## src/rtl/key_pkg.sv

```systemverilog
// rtl/key_pkg.sv - shared key channel states and 50 MHz timing constants
package key_pkg;

  typedef enum logic [1:0] {
    RELEASED    = 2'd0,
    PRESS_CHK   = 2'd1,
    PRESSED     = 2'd2,
    RELEASE_CHK = 2'd3
  } key_state_t;

  // Also consumed by the blinker rate tables
  localparam int unsigned CYCLES_20MS = 1_000_000;
  localparam int unsigned CYCLES_1S   = 50_000_000;

endpackage

```

## src/rtl/key_debounce_if.sv

```systemverilog
// rtl/key_debounce_if.sv - key pin / debounced event bundle; key_long needs KEY_LONG_PRESS_EN
interface key_debounce_if #(
  parameter int N_KEYS = 4
);

  logic [N_KEYS-1:0] key_raw;
  logic [N_KEYS-1:0] key_level;
  logic [N_KEYS-1:0] key_press;
  logic [N_KEYS-1:0] key_release;

`ifdef KEY_LONG_PRESS_EN
  logic [N_KEYS-1:0] key_long;

  modport master (
    output key_raw,
    input  key_level, key_press, key_release, key_long
  );

  modport slave (
    input  key_raw,
    output key_level, key_press, key_release, key_long
  );
`else
  modport master (
    output key_raw,
    input  key_level, key_press, key_release
  );

  modport slave (
    input  key_raw,
    output key_level, key_press, key_release
  );
`endif

endinterface

```

## src/rtl/key_debounce_ch.sv

```systemverilog
// rtl/key_debounce_ch.sv - one key channel: 2-FF sync, debounce FSM, optional hold counter
// Hold counter and o_long exist only with KEY_LONG_PRESS_EN.
module key_debounce_ch
  import key_pkg::*;
#(
  parameter int DEBOUNCE_CYCLES = 8,
  parameter bit ACTIVE_LOW      = 1'b1
`ifdef KEY_LONG_PRESS_EN
  ,
  parameter int LONG_CYCLES     = 32
`endif
) (
  input  logic clk,
  input  logic rst,
  input  logic i_raw,
  output logic o_level,
  output logic o_press,
  output logic o_release
`ifdef KEY_LONG_PRESS_EN
  ,
  output logic o_long
`endif
);

  localparam int DW = $clog2(DEBOUNCE_CYCLES);
  localparam logic [DW-1:0] D_LAST = DW'(DEBOUNCE_CYCLES - 1);
  localparam logic PIN_IDLE = ACTIVE_LOW;

  logic       r_sync1;
  logic       r_sync2;
  logic       w_p;
  key_state_t r_state;
  key_state_t w_state_nxt;
  logic [DW-1:0] r_dcnt;
  logic [DW-1:0] w_dcnt_nxt;
  logic       r_press;
  logic       w_press_nxt;
  logic       r_release;
  logic       w_release_nxt;

  assign w_p = ACTIVE_LOW ? ~r_sync2 : r_sync2;

  always_comb begin
    w_state_nxt   = r_state;
    w_dcnt_nxt    = r_dcnt;
    w_press_nxt   = 1'b0;
    w_release_nxt = 1'b0;
    case (r_state)
      RELEASED: begin
        if (w_p) begin
          w_state_nxt = PRESS_CHK;
          w_dcnt_nxt  = '0;
        end
      end
      PRESS_CHK: begin
        if (!w_p) begin
          w_state_nxt = RELEASED;
        end else if (r_dcnt == D_LAST) begin
          w_state_nxt = PRESSED;
          w_press_nxt = 1'b1;
        end else begin
          w_dcnt_nxt = r_dcnt + 1'b1;
        end
      end
      PRESSED: begin
        if (!w_p) begin
          w_state_nxt = RELEASE_CHK;
          w_dcnt_nxt  = '0;
        end
      end
      RELEASE_CHK: begin
        if (w_p) begin
          w_state_nxt = PRESSED;
        end else if (r_dcnt == D_LAST) begin
          w_state_nxt   = RELEASED;
          w_release_nxt = 1'b1;
        end else begin
          w_dcnt_nxt = r_dcnt + 1'b1;
        end
      end
      default: w_state_nxt = RELEASED;
    endcase
  end

  always_ff @(posedge clk) begin
    if (rst) begin
      r_sync1   <= PIN_IDLE;
      r_sync2   <= PIN_IDLE;
      r_state   <= RELEASED;
      r_dcnt    <= '0;
      r_press   <= 1'b0;
      r_release <= 1'b0;
    end else begin
      r_sync1   <= i_raw;
      r_sync2   <= r_sync1;
      r_state   <= w_state_nxt;
      r_dcnt    <= w_dcnt_nxt;
      r_press   <= w_press_nxt;
      r_release <= w_release_nxt;
    end
  end

  assign o_level   = (r_state == PRESSED) || (r_state == RELEASE_CHK);
  assign o_press   = r_press;
  assign o_release = r_release;

`ifdef KEY_LONG_PRESS_EN
  localparam int LW = $clog2(LONG_CYCLES);
  localparam logic [LW-1:0] L_LAST = LW'(LONG_CYCLES - 1);

  logic [LW-1:0] r_hcnt;
  logic [LW-1:0] w_hcnt_nxt;
  logic          r_long;
  logic          w_long_nxt;

  // Keeps counting through RELEASE_CHK so a bounce mid-hold keeps its time
  always_comb begin
    w_hcnt_nxt = r_hcnt;
    w_long_nxt = 1'b0;
    if (w_press_nxt) begin
      w_hcnt_nxt = '0;
    end else if (((r_state == PRESSED) || (r_state == RELEASE_CHK)) && (r_hcnt != L_LAST)) begin
      w_hcnt_nxt = r_hcnt + 1'b1;
      w_long_nxt = (w_hcnt_nxt == L_LAST);
    end
  end

  always_ff @(posedge clk) begin
    if (rst) begin
      r_hcnt <= '0;
      r_long <= 1'b0;
    end else begin
      r_hcnt <= w_hcnt_nxt;
      r_long <= w_long_nxt;
    end
  end

  assign o_long = r_long;
`endif

endmodule

```

## src/rtl/key_debounce.sv

```systemverilog
// rtl/key_debounce.sv - N_KEYS independent debounced key channels
// Optional long-press pulse enabled by KEY_LONG_PRESS_EN.
module key_debounce
  import key_pkg::*;
#(
  parameter int N_KEYS          = 4,
  parameter int DEBOUNCE_CYCLES = CYCLES_20MS,
  parameter int LONG_CYCLES     = CYCLES_1S,
  parameter bit ACTIVE_LOW      = 1'b1
) (
  input logic          clk,
  input logic          rst,
  key_debounce_if.slave bus
);

  // An illegal timing configuration elaborates to a block whose outputs stay low
  localparam bit CFG_OK = (DEBOUNCE_CYCLES >= 2) && (LONG_CYCLES > DEBOUNCE_CYCLES);

  generate
    if (CFG_OK) begin : g_ok
      for (genvar i = 0; i < N_KEYS; i++) begin : g_ch
        key_debounce_ch #(
          .DEBOUNCE_CYCLES(DEBOUNCE_CYCLES),
          .ACTIVE_LOW     (ACTIVE_LOW)
`ifdef KEY_LONG_PRESS_EN
          ,
          .LONG_CYCLES    (LONG_CYCLES)
`endif
        ) u_ch (
          .clk      (clk),
          .rst      (rst),
          .i_raw    (bus.key_raw[i]),
          .o_level  (bus.key_level[i]),
          .o_press  (bus.key_press[i]),
          .o_release(bus.key_release[i])
`ifdef KEY_LONG_PRESS_EN
          ,
          .o_long   (bus.key_long[i])
`endif
        );
      end
    end else begin : g_bad_cfg
      assign bus.key_level   = '0;
      assign bus.key_press   = '0;
      assign bus.key_release = '0;
`ifdef KEY_LONG_PRESS_EN
      assign bus.key_long    = '0;
`endif
    end
  endgenerate

endmodule
```

## src/flat_wrapper.sv

```systemverilog
// flat-port wrapper written by rule: the top's interface ports become plain ports
module key_debounce_flat import key_pkg::*;
#(
  parameter int N_KEYS          = 4,
  parameter int DEBOUNCE_CYCLES = CYCLES_20MS,
  parameter int LONG_CYCLES     = CYCLES_1S,
  parameter bit ACTIVE_LOW      = 1'b1
)
  (clk, rst, bus_key_raw, bus_key_level, bus_key_press, bus_key_release);
  key_debounce_if #(.N_KEYS(N_KEYS)) bus_i ();
  input logic clk;
  input logic rst;
  input wire logic [$bits(bus_i.key_raw)-1:0] bus_key_raw;
  output wire logic [$bits(bus_i.key_level)-1:0] bus_key_level;
  output wire logic [$bits(bus_i.key_press)-1:0] bus_key_press;
  output wire logic [$bits(bus_i.key_release)-1:0] bus_key_release;
  assign bus_i.key_raw = bus_key_raw;
  assign bus_key_level = bus_i.key_level;
  assign bus_key_press = bus_i.key_press;
  assign bus_key_release = bus_i.key_release;
  key_debounce #(.N_KEYS(N_KEYS), .DEBOUNCE_CYCLES(DEBOUNCE_CYCLES), .LONG_CYCLES(LONG_CYCLES), .ACTIVE_LOW(ACTIVE_LOW)) u_core (.clk(clk), .rst(rst), .bus(bus_i));
endmodule
```

## config.mk

```make
export PLATFORM = sky130hd
export DESIGN_NAME = key_debounce_flat
export DESIGN_NICKNAME = d
export VERILOG_FILES = /design/src/rtl/key_pkg.sv /design/src/rtl/key_debounce_if.sv /design/src/rtl/key_debounce_ch.sv /design/src/rtl/key_debounce.sv /design/src/flat_wrapper.sv
export SDC_FILE = /design/constraint.sdc
export NUM_CORES = 1
export LEC_CHECK = 0
export CAP_MARGIN = 20
export CORE_ASPECT_RATIO = 1.2
export CORE_MARGIN = 5
export CORE_UTILIZATION = 50
export DETAILED_ROUTE_END_ITERATION = 12
export PLACE_DENSITY = 0.66
export SYNTH_ARGS = -nofsm -noshare
export SYNTH_HDL_FRONTEND = slang
export SYNTH_SLANG_ARGS = --single-unit
```

## constraint.sdc

```tcl
create_clock -name clk -period 2.3 [get_ports clk]
set_input_delay 0.23 -clock clk [delete_from_list [all_inputs] [get_ports clk]]
set_output_delay 0.23 -clock clk [all_outputs]
set_load 0.005 [all_outputs]
```

Yosys cells after proc, flatten, opt, wreduce, memory -nomap -nowiden
Index checks and enable logic that the tools add are counted.
Word-level totals
  register bits after elaboration: 104
Cells by class
  multiplexer cells: 56
  bitwise operators: 12
  equal/unequal tests: 40
  reduce and logical (&&, ||, !) cells: 24
  add/sub/neg operators: 4
Operators with widths (count)
  two-way mux 20 bit: 20
  case mux 20 bit (4 select lines): 4
  adder 20 x 1 -> 20 bit (second input constant): 4
  == test 20 bit (second input constant): 4
  two-way mux 2 bit: 24
  inequality test 2 bit (second input constant): 16
  case mux 2 bit (4 select lines): 4
  AND reduction 4 bit: 8
  inequality test 3 bit (second input constant): 8
  OR reduction 3 bit: 8
  == test 2 bit (second input constant): 8
  inverter 1 bit: 12
  == test 2 x 1 -> 1 bit (second input constant): 4
  logical NOT 2 bit: 4
  logical OR 1 bit: 4
  two-way mux 1 bit: 4

Longest topological paths before layout
  depth after elaboration: 4
  depth in mapped cells: 8
  mapped depth without buffers: 6

Cells and area by module
A second synthesis with hierarchy kept.
Unflattened totals
  cells, all modules: 608
  area total of the unflattened synthesis: 5600.4 µm²
By module, submodules not included
  key_debounce_ch: area an instance 1400.1 µm², cells an instance 152, times used 4, seq. area each 520.5 µm²

Least setup slack after synthesis
No wires, ideal clock.
  path kind: register -> register
  start point: reg u_core.g_ok.g_ch[2].u_ch.r_dcnt[0]
  end point: reg u_core.g_ok.g_ch[2].u_ch.r_dcnt[9]
  clock period less this slack: 2.067 ns
  data required time: 2.178 ns
  stages on the path, launching flop included: 9
  setup slack: 0.233 ns
  path buffers: 2
  arrival: 1.945 ns
  cell sequence: dfxtp_1 > ha_1 > nand4_1 > or3_1 > buf_6 > o211a_4 > buf_6 > and3_4 > a221o_1
Between the ends
  longest elaborated chain between the ends: 4
  elaborated cells on any way between the ends: 6
Ends and longest elaborated chain
  start: declaration: RTL line key_debounce_ch.sv:34  | logic [DW-1:0] r_dcnt;
  start signal: assignment: RTL line key_debounce_ch.sv:97  | r_dcnt <= w_dcnt_nxt;
  adder 20 x 1 -> 20 bit / == test 20 bit (equally long branches)
  two-way mux 20 bit (*): RTL line key_debounce_ch.sv:58, key_debounce_ch.sv:74
  two-way mux 20 bit, on equally long branches: RTL line key_debounce_ch.sv:72, key_debounce_ch.sv:56
  case mux 20 bit (4 select lines) (*): RTL line key_debounce_ch.sv:48  | case (r_state)
Mark *: on every way between the ends. The rest lies on a longest branch, timed or not. The select of a mux whose other input is x is not followed.
A chain may end at the register's enable or synchronous reset.

Worst setup path after layout
  start point: reg u_core.g_ok.g_ch[0].u_ch.r_dcnt[0]
  end point: reg u_core.g_ok.g_ch[0].u_ch.r_dcnt[7]
Between the ends
  longest elaborated chain between the ends: 4
  elaborated cells on any way between the ends: 6
Ends and longest elaborated chain (RTL line)
  start: declaration: key_debounce_ch.sv:34
  start signal: assignment: key_debounce_ch.sv:97
  adder 20 x 1 -> 20 bit / == test 20 bit (equally long branches)
  two-way mux 20 bit (*): key_debounce_ch.sv:58, key_debounce_ch.sv:74
  two-way mux 20 bit, on equally long branches: key_debounce_ch.sv:72, key_debounce_ch.sv:56
  case mux 20 bit (4 select lines) (*): key_debounce_ch.sv:48
Marked as above.

==> metrics.txt <==
Post-synth ARST share=0; TritonRoute pass-1 iters=5; final hold slack=0.374 ns; Area Overhead vs Synth=10.8%; worst-skew pair later-pin latency=0.34 ns; share of layout cells above drive strength 1=0.0915; Top Ports=18; Final TNS setup=0 ns; largest cells by area after synthesis=dfxtp_1 41%, xor2_1 4.5%, nor2_1 4.3%, nand2_1 3.8%, nand3_1 3.5%; post-synthesis cell area=0.00507 mm2; Leak=2.06 nW; Slew HR=0.470; Post-CTS Setup Bufs=0; status=finished clean; CP Cell Sequence=ha_1 > nand2_1 > and4bb_1 > a31o_2 > or4_1 > a21oi_1; CP max FO=19; Crit Path Category=register to register; detailed placement HPWL=7340 um; number of port buffers=17; max incr delay on CP=0.54 ns; Mapped Avg Cell Area=8.64 um2; die area=0.0123 mm2; clk buf depth=2; EDFF count, synth=0; Post-CTS Hold Buffers=0; Final period util=0.909; Hold Crit Class=primary input to register; CP delay by family, top=simple AND/OR/NAND/NOR gates; Rows=40; number of synthesis warnings=0; Commonest cells post-synth=104 x dfxtp_1, 58 x nor2_1, 51 x nand2_1; Achievable Freq=478 MHz; Die X-Extent=102 um; Final Max Tran Viols=0; Syn Inst Count=587; min Tclk post-route=2.09 ns; Worst-path clk slew=0.06 ns; final setup vio count=0; starting density of the core=0.509; number of global-route vias before repair=4053; Synth area leader=dfxtp_1; GRT Util Overall=0.184; max-cap violations=0; Chip Height=120 um; synthesis-stage register bit count=104; number of buffers created by CTS=9; ys flop type=dfxtp_1; Seq/Total Area, Yosys=0.410; CP arrival=2.36 ns; slowest CP cell=or4_1; clk_skew=0.00650 ns; final WL=10600 um; syn_nets=597; total grt overflow=0; most common cell in the netlist=dfxtp_1; global-route wire length before repair=18500 um; worst vdd ir=0.309 mV; CTS tree=done; Distinct cells, synth=66; unrepaired setup endpoints after global routing=no; Root Driver=clkbuf_16; Placer Congestion=0.878; ANT nets after route=0; largest net degree at the start of global routing=31; antenna violations before repair=0; Data required, critical path=2.57 ns; vias per cell=5.92; vias=4304; Buf+Inv Stages, Crit Path=0; pwr dens=614 mW/mm2; post-synth top area share=0.410; H-tree levels=3; crit start category=register; Worst setup EP type=register; # diodes=0; final hold vios=0; core box area=0.00996 mm2; residual DRC count=0; Least-Margin Pin Slew=0.790 ns; initial drt markers=165; Final Util=0.564; nets=608; CTS resizes=0; CTS sink cnt=104; drt wl/cell=14.6 um
[sequential cells by signal, indices dropped and copies added, names as in the netlist, named ones only]
| signal | flops |
|---|---|
| u_core.g_ok.g_ch.u_ch.r_state | 4 |
| u_core.g_ok.g_ch.u_ch.r_sync1 | 4 |
| u_core.g_ok.g_ch.u_ch.r_sync2 | 4 |
| u_core.g_ok.g_ch.u_ch.o_release | 4 |
| u_core.g_ok.g_ch.u_ch.o_press | 4 |
| u_core.g_ok.g_ch.u_ch.r_dcnt | 80 |
[layout make-up]
class	count	area, um2
clock buffers	11	253
clock inverters	3	42.5
fillers	928	4340
inverters	14	52.6
multi-input cells	439	2770
flip-flops and latches	104	2080
well taps	126	158
repair buffers	30	263
[worst register-to-register path, cell delays in order (launching register included)]
cell and delay, ns:
dfxtp_1 0.35, ha_1 0.26, nand2_1 0.10, and4bb_1 0.23, a31o_2 0.37, or4_1 0.54
a21oi_1 0.16
[path summary, 6_finish.rpt]
check | start | endpoint | slack [ns] | depth (start not counted)
setup / recovery | u_core.g_ok.g_ch[0].u_ch.r_dcnt[0] | u_core.g_ok.g_ch[0].u_ch.r_dcnt[7] | 0.21 | 6
hold / removal | rst | u_core.g_ok.g_ch[0].u_ch.r_dcnt[0] | 0.37 | 2
setup reg to reg | u_core.g_ok.g_ch[0].u_ch.r_dcnt[0] | u_core.g_ok.g_ch[0].u_ch.r_dcnt[7] | 0.21 | 6
hold reg to reg | u_core.g_ok.g_ch[3].u_ch.r_sync1 | u_core.g_ok.g_ch[3].u_ch.r_sync2 | 0.41 | 1
[cell usage in the layout, fill, tap and decap left out, types with 3 or more instances in the layout]
master,instances
dfxtp_1,104
nor2_1,58
nand2_1,51
nand3_1,35
xor2_1,26
a21oi_1,26
and3_1,24
nand4_1,23
nor3_1,16
clkdlybuf4s50_1,16
o21ai_0,14
or4_1,14
inv_1,14
or3_1,13
buf_4,13
a211o_1,12
nor4_1,10
o211ai_1,9
or2_2,9
clkbuf_16,9
and4_1,8
nor3b_1,6
o31ai_1,5
mux2i_1,5
xnor2_1,5
nor4b_1,4
a31oi_1,4
a22o_1,4
a221o_1,4
ha_1,4
a31o_2,3
or2_0,3
nor2b_1,3
mux2_2,3
[per-stage QoR]
| step | setup slack [ns] | instances | cell area [um2] | total power [mW] |
|---|---|---|---|---|
| after floorplan | 0.233 | 587 | 5070 | 1.93 |
| after detailed placement | 0.201 | 713 | 5310 | 1.96 |
| after global routing | 0.0345 | 727 | 5620 | 3.58 |
| after CTS | 0.112 | 727 | 5610 | 3.49 |
| after global placement | 0.278 | 713 | 5310 | 1.96 |
| final | 0.209 | 727 | 5620 | 3.45 |
[per-layer routing]
layer  routed length (um)  GRT usage  vias up
met1                 4940      0.243     2023
met2                 5140      0.295       80
met4                  169     0.0697        0
met3                  384     0.0352       15
li1                     -          -     2186
met5                    0          0        -
[kinds of logic (layout without fill, tap and decap cells)]
| logic type | count (synthesis) | in the layout | share of synthesized area |
|---|---|---|---|
| AO/OA/AOI/OAI | 100 | 100 | 0.140 |
| XOR/XNOR | 32 | 32 | 0.0567 |
| adder cells (fa/ha/maj) | 4 | 4 | 0.00987 |
| buffers and inverters | 44 | 58 | 0.0459 |
| flip-flops | 104 | 104 | 0.410 |
| multiplexers | 8 | 8 | 0.0165 |
| AND/OR/NAND/NOR | 295 | 295 | 0.321 |
[report_power, final]
group | total [mW] | switching, mW | internal [mW]
combinational | 0.101 | 0.0671 | 0.0342
clock | 1.53 | 0.644 | 0.889
sequential | 1.82 | 0.00857 | 1.81
Power figures use the tool's default switching activity.
==> RTL edit 1: new RTL, config.mk and constraints unchanged <==
Re-encode `key_state_t` (4 states) as one-hot, 4 bits wide.
--- a/src/rtl/key_pkg.sv
+++ b/src/rtl/key_pkg.sv
@@ -3,7 +3,7 @@
 
-  typedef enum logic [1:0] {
-    RELEASED    = 2'd0,
-    PRESS_CHK   = 2'd1,
-    PRESSED     = 2'd2,
-    RELEASE_CHK = 2'd3
+  typedef enum logic [3:0] {
+    RELEASED    = 4'b0001,
+    PRESS_CHK   = 4'b0010,
+    PRESSED     = 4'b0100,
+    RELEASE_CHK = 4'b1000
   } key_state_t;
Function: same outputs for any inputs over 10 cycles, from zero or initial values and one cycle with rst high; not proved beyond that.
==> RTL edit 1 against the unedited design <==
  * Clock skew increased by 0.0016 ns
  * Power is 10% higher
  * Sequential cell count is 8 higher
  * Die area rose by 18%
  * Setup slack lost 0.069 ns
  * Largest cell class unchanged
  * Routed wire length up 39%
  * Synthesized area up 19%
  * Critical endpoint is now u_core.g_ok.g_ch[3].u_ch.r_dcnt[17]
  * Design area is 22% higher
==> RTL edit 1: results (changes against the unedited design) <==
Outcome
  – Run status: finished, final reports clean

Power
  – Maximum ir drop on the vdd rail: 0.301 mV (-2.5%)
  – Switching power share of the total: 21.4% (+0.57 points)
  – Static Leak: 2.40 nW (+16%)

Detailed routing
  – Detail-routed via count per cell: 6.04 (+2.0%)
  – Vias: 5736 (+33%)
  – DRC violation total after the first TritonRoute iteration: 337 (+100%)
  – Met1 WL: 6730 um (+36%)
  – Met2 layer wire length in the routed design: 7330 um (+43%)
  – First-pass iteration count of the detailed router: 4 (-1)
  – Met3 WL: 475 um (+24%)
  – WL per Instance: 15.5 um (+6.1%)

Worst setup path
  – CP Max Fanout: 10 (-9)
  – Reg-to-reg startpoint: u_core.g_ok.g_ch[3].u_ch.r_dcnt[11]
  – Crit path capture: u_core.g_ok.g_ch[3].u_ch.r_dcnt[17]
  – Critical path startpoint category: register
  – Maximum cell stage delay along the critical path: 0.56 ns (+0.02 ns)
  – Arr. time, crit path: 2.41 ns (+0.05 ns)

Place
  – Setup slack after placement: 0.111 ns (-0.0900 ns)
  – Final HPWL DP: 10200 um (+39%)
  – Final Wtd Congestion: 0.913 (+4.0%)
  – Placed Cells incl. Taps: 932 (+31%)
  – Post-placement cell area: 6460 um2 (+22%)

GRT
  – All-Layer GR Usage: 20.1% (+1.7 points)
  – Global routing usage on met1: 24.3% (-0.050 points)
  – Number of global-route vias before repair: 5411 (+34%)
  – Met3 capacity usage during global routing: 3.36% (-0.16 points)
  – Pin count of the biggest net entering global routing: 54 (+74%)
  – Global-route wire length before repair: 24800 um (+34%)
  – M2 GR Usage: 36.6% (+7.0 points)

Logic synthesis
  – Synthesized-area fraction occupied by adder cells: 0.826% (-0.16 points)
  – Area share of xor/xnor cells in the synthesized design: 1.30% (-4.4 points)
  – Leading cell types by total area after synthesis: sky130_fd_sc_hd__dfxtp_1, sky130_fd_sc_hd__o21ai_0, sky130_fd_sc_hd__nor2_1, sky130_fd_sc_hd__nand2_1, sky130_fd_sc_hd__and3_1
  – Unique cell type count in the Yosys netlist: 75 (+14%)
  – Area fraction in compound gates after synthesis: 22.0% (+8.1 points)
  – Syn avg cell area: 7.93 um2 (-8.3%)
  – Post-synth net total: 774 (+30%)
  – Most frequent cells after synthesis: sky130_fd_sc_hd__dfxtp_1, sky130_fd_sc_hd__nor2_1, sky130_fd_sc_hd__nand2_1, sky130_fd_sc_hd__o21ai_0, sky130_fd_sc_hd__nand3_1
  – Portion of the post-synthesis area used by sequential elements: 37.0% (-4.0 points)

Finish
  – Antenna diode instance count: 0 (unchanged)
  – Layout Nets: 795 (+31%)

Hold path
  – Worst Hold Endpoint: u_core.g_ok.g_ch[3].u_ch.r_dcnt[18]

STA
  – Worst hold slack across all endpoints: 0.357 ns (-0.0174 ns)
  – Final worst path period share: 93.9% (+3.0 points)
  – Slew Limit Headroom: 57.7% (+11 points)
RTL edit 1: changes by cell type after synthesis, moves of 8 or more:
cell | before | now
sky130_fd_sc_hd__or4_1 | 14 | 6
sky130_fd_sc_hd__buf_2 | 0 | 13
sky130_fd_sc_hd__nand2_1 | 51 | 67
sky130_fd_sc_hd__a31oi_1 | 4 | 14
sky130_fd_sc_hd__nor3_1 | 16 | 30
sky130_fd_sc_hd__o21ai_0 | 14 | 66
sky130_fd_sc_hd__nand2b_1 | 2 | 14
sky130_fd_sc_hd__o21ai_1 | 2 | 16
sky130_fd_sc_hd__a311oi_1 | 0 | 9
sky130_fd_sc_hd__dfxtp_1 | 104 | 112
sky130_fd_sc_hd__nor2_1 | 58 | 71
sky130_fd_sc_hd__xor2_1 | 26 | 2
sky130_fd_sc_hd__o31ai_1 | 5 | 19
RTL edit 1: power groups by stage:
| stage | clock network, mW | logic [mW] | registers, mW |
|---|---|---|---|
| final | 1.69 | 0.150 | 1.96 |
| after global routing | 1.82 | 0.163 | 1.96 |
| after global placement | 0 | 0.138 | 2.01 |
| after detailed placement | 0 | 0.141 | 2.01 |
| after CTS | 1.73 | 0.142 | 1.96 |
| after floorplan | 0 | 0.0975 | 2.00 |
RTL edit 1: layout make-up:
class,instances,area (um2)
multi-input cells,590,3520
clock buffers,10,239
clock inverters,5,81.3
well taps,161,201
flip-flops and latches,112,2240
repair buffers,60,500
fillers,1154,5170
inverters,12,45.0
RTL edit 1: worst reg2reg max path: cells and delay by family (launching register included):
kind / cells / cell delay (ns)
and+or+nand+nor: 4 / 1.38
DFF: 1 / 0.35
AOI/OAI and AO/OA: 2 / 0.33
RTL edit 1: repair_timing:
item / 4_1_cts / 5_1_grt
setup endpoints to repair: 0 / 27
setup buffers: 0 / 3
resized for setup: 0 / 9
==> RTL edit 2: new RTL, same flow settings <==
Without the edit above. `ACTIVE_LOW` is set to 1'b1 in 3 places; all go to 1'b0.
--- a/src/rtl/key_debounce_ch.sv
+++ b/src/rtl/key_debounce_ch.sv
@@ -6,3 +6,3 @@
   parameter int DEBOUNCE_CYCLES = 8,
-  parameter bit ACTIVE_LOW      = 1'b1
+  parameter bit ACTIVE_LOW      = 1'b0
 `ifdef KEY_LONG_PRESS_EN
--- a/src/rtl/key_debounce.sv
+++ b/src/rtl/key_debounce.sv
@@ -8,3 +8,3 @@
   parameter int LONG_CYCLES     = CYCLES_1S,
-  parameter bit ACTIVE_LOW      = 1'b1
+  parameter bit ACTIVE_LOW      = 1'b0
 ) (
--- a/src/flat_wrapper.sv
+++ b/src/flat_wrapper.sv
@@ -6,3 +6,3 @@
   parameter int LONG_CYCLES     = CYCLES_1S,
-  parameter bit ACTIVE_LOW      = 1'b1
+  parameter bit ACTIVE_LOW      = 1'b0
 )
Function: same outputs for any inputs over 10 cycles, from zero or initial values and one cycle with rst high; that may be too few to reach the edited logic, so the function may still have changed.
==> RTL edit 2 against the unedited design <==
  * Final cell count increased by 0.96%
  * Sequential cell count unchanged
  * Routed wire length decreased by 0.83%
  * First-iteration DRC count increased by 1.2%
  * Non-clock buffer count increased by 8
  * Power decreased by 1.2%
  * Combinational power increased by 4%
  * Synthesized area increased by 0.96%
  * Critical path depth decreased by 1
  * Largest cell class unchanged
  * Setup slack got worse by 0.062 ns
  * Design area increased by 1.9%
  * Synthesized cell count increased by 0.34%
==> RTL edit 2: results (changes against the unedited design) <==
Outcome
  – Run status: finished, final reports clean

Logic synthesis
  – Unique cell type count in the Yosys netlist: 68 (+3.0%)
  – Post-synth net total: 599 (+0.34%)
  – Number of standard cells after synthesis: 589 (+0.34%)
  – Most frequent cells after synthesis: sky130_fd_sc_hd__dfxtp_1, sky130_fd_sc_hd__nor2_1, sky130_fd_sc_hd__nand2_1, sky130_fd_sc_hd__nand3_1
  – Portion of the post-synthesis area used by sequential elements: 40.7% (-0.39 points)
  – FFs w/ async S/R, synth: 0% (unchanged)
  – Leading cell types by total area after synthesis: sky130_fd_sc_hd__dfxtp_1, sky130_fd_sc_hd__nand3_1, sky130_fd_sc_hd__nor2_1, sky130_fd_sc_hd__xnor2_1, sky130_fd_sc_hd__nand2_1
  – Synthesis warning total: 0 (unchanged)

Place
  – Final HPWL DP: 7530 um (+2.5%)
  – Placed Cells incl. Taps: 715 (+0.28%)
  – Post-placement cell area: 5410 um2 (+1.8%)
  – Setup slack after placement: 0.114 ns (-0.0876 ns)
  – Final Wtd Congestion: 0.879 (+0.15%)

STA
  – Largest clock skew in the final design: 0.00653 ns (+0.0000254 ns)
  – Worst hold slack across all endpoints: 0.435 ns (+0.0607 ns)
  – Final worst path period share: 93.6% (+2.7 points)
  – Slew Limit Headroom: 61.7% (+15 points)

Worst setup path
  – Slowest CP cell: sky130_fd_sc_hd__or4b_1
  – CP Max Fanout: 5 (-14)
  – Arr. time, crit path: 2.38 ns (+0.02 ns)
  – Worst R2R Setup Slack: 0.15 ns (-0.06 ns)

GRT
  – Global-route wire length before repair: 18200 um (-1.5%)
  – All-Layer GR Usage: 17.9% (-0.51 points)
  – Pin count of the biggest net entering global routing: 22 (-29%)
  – Number of global-route vias before repair: 4011 (-1.0%)

Detailed routing
  – DRC violation total after the first TritonRoute iteration: 167 (+1.2%)
  – Detail-routed via count per cell: 5.89 (-0.54%)
  – WL per Instance: 14.4 um (-1.8%)
  – First-pass iteration count of the detailed router: 4 (-1)
  – Routed wire length: 10500 um (-0.83%)

Power
  – Maximum ir drop on the vdd rail: 0.298 mV (-3.5%)
  – Switching pwr: 763 uW (+6.0%)
  – Static Leak: 1.96 nW (-5.1%)

Finish
  – Layout cell share with drive strength beyond 1: 9.70% (+0.55 points)
  – Layout Nets: 613 (+0.82%)
RTL edit 2: cell types whose count changed in the layout (fill, tap and decap cells not counted), sizes merged, moves of 7 or more:
| cell | before | now |
|---|---|---|
| o21ai | 16 | 29 |
| xnor2 | 6 | 19 |
| or3 | 13 | 24 |
| and3 | 25 | 15 |
| nand2 | 51 | 41 |
| nor2 | 59 | 49 |
| or2 | 12 | 3 |
| xor2 | 26 | 17 |
| a211o | 12 | 5 |
| buf | 14 | 21 |
RTL edit 2: cell families after synthesis:
group | after synthesis | share of synthesized area, %
simple gates | 273 | 30.2
compound gates | 115 | 15.7
flops | 104 | 40.7
buf+inv | 49 | 4.67
xor+xnor | 36 | 6.16
mux | 8 | 1.64
fa+ha+maj | 4 | 0.977
RTL edit 2: final timing paths:
path	startpoint	end	cells after the start
max	u_core.g_ok.g_ch[3].u_ch.r_dcnt[12]	u_core.g_ok.g_ch[3].u_ch.r_dcnt[19]	5
min	bus_key_raw[2]	u_core.g_ok.g_ch[2].u_ch.r_sync1	2
max reg2reg	u_core.g_ok.g_ch[3].u_ch.r_dcnt[12]	u_core.g_ok.g_ch[3].u_ch.r_dcnt[19]	5
min reg2reg	u_core.g_ok.g_ch[2].u_ch.r_sync1	u_core.g_ok.g_ch[2].u_ch.r_sync2	1
RTL edit 2: power by group through the flow:
stage | Combinational, mW | Clock, mW | Sequential, mW
after floorplan | 0.0669 | 0 | 1.85
after global placement | 0.100 | 0 | 1.86
after detailed placement | 0.101 | 0 | 1.86
after CTS | 0.102 | 1.53 | 1.82
after global routing | 0.115 | 1.59 | 1.82
final | 0.105 | 1.49 | 1.82
RTL edit 2: layer usage:
layer	global-route usage [%]	vias to the layer above	share of wire [%]
met5	0	-	0
met4	7.30	0	2.4
met3	3.28	22	3.3
met2	28.6	81	47
met1	23.5	2022	47
li1	-	2197	-
RTL edit 2: worst reg2reg max path, stage by stage (launching register included):
cell                      delay (ns)
sky130_fd_sc_hd__dfxtp_1        0.35
sky130_fd_sc_hd__or4b_1         0.55
sky130_fd_sc_hd__or4_1          0.50
sky130_fd_sc_hd__o21a_1         0.22
sky130_fd_sc_hd__and3_1         0.17
sky130_fd_sc_hd__a211o_1        0.26
RTL edit 2: what timing repair did:
item	4_1_cts	5_1_grt
setup endpoints to repair	0	5
hold endpoints to repair	0	0
gates resized for setup	0	1
hold buffers	0	0
buffers inserted	0	3
RTL edit 2: final cells by class:
type	count	area, um2
multi-input combinational	436	2810
fill	897	4280
tap	126	158
clock buffer	11	253
timing repair buffer	38	340
sequential	104	2080
clock inverter	5	38.8
inverter	14	52.6
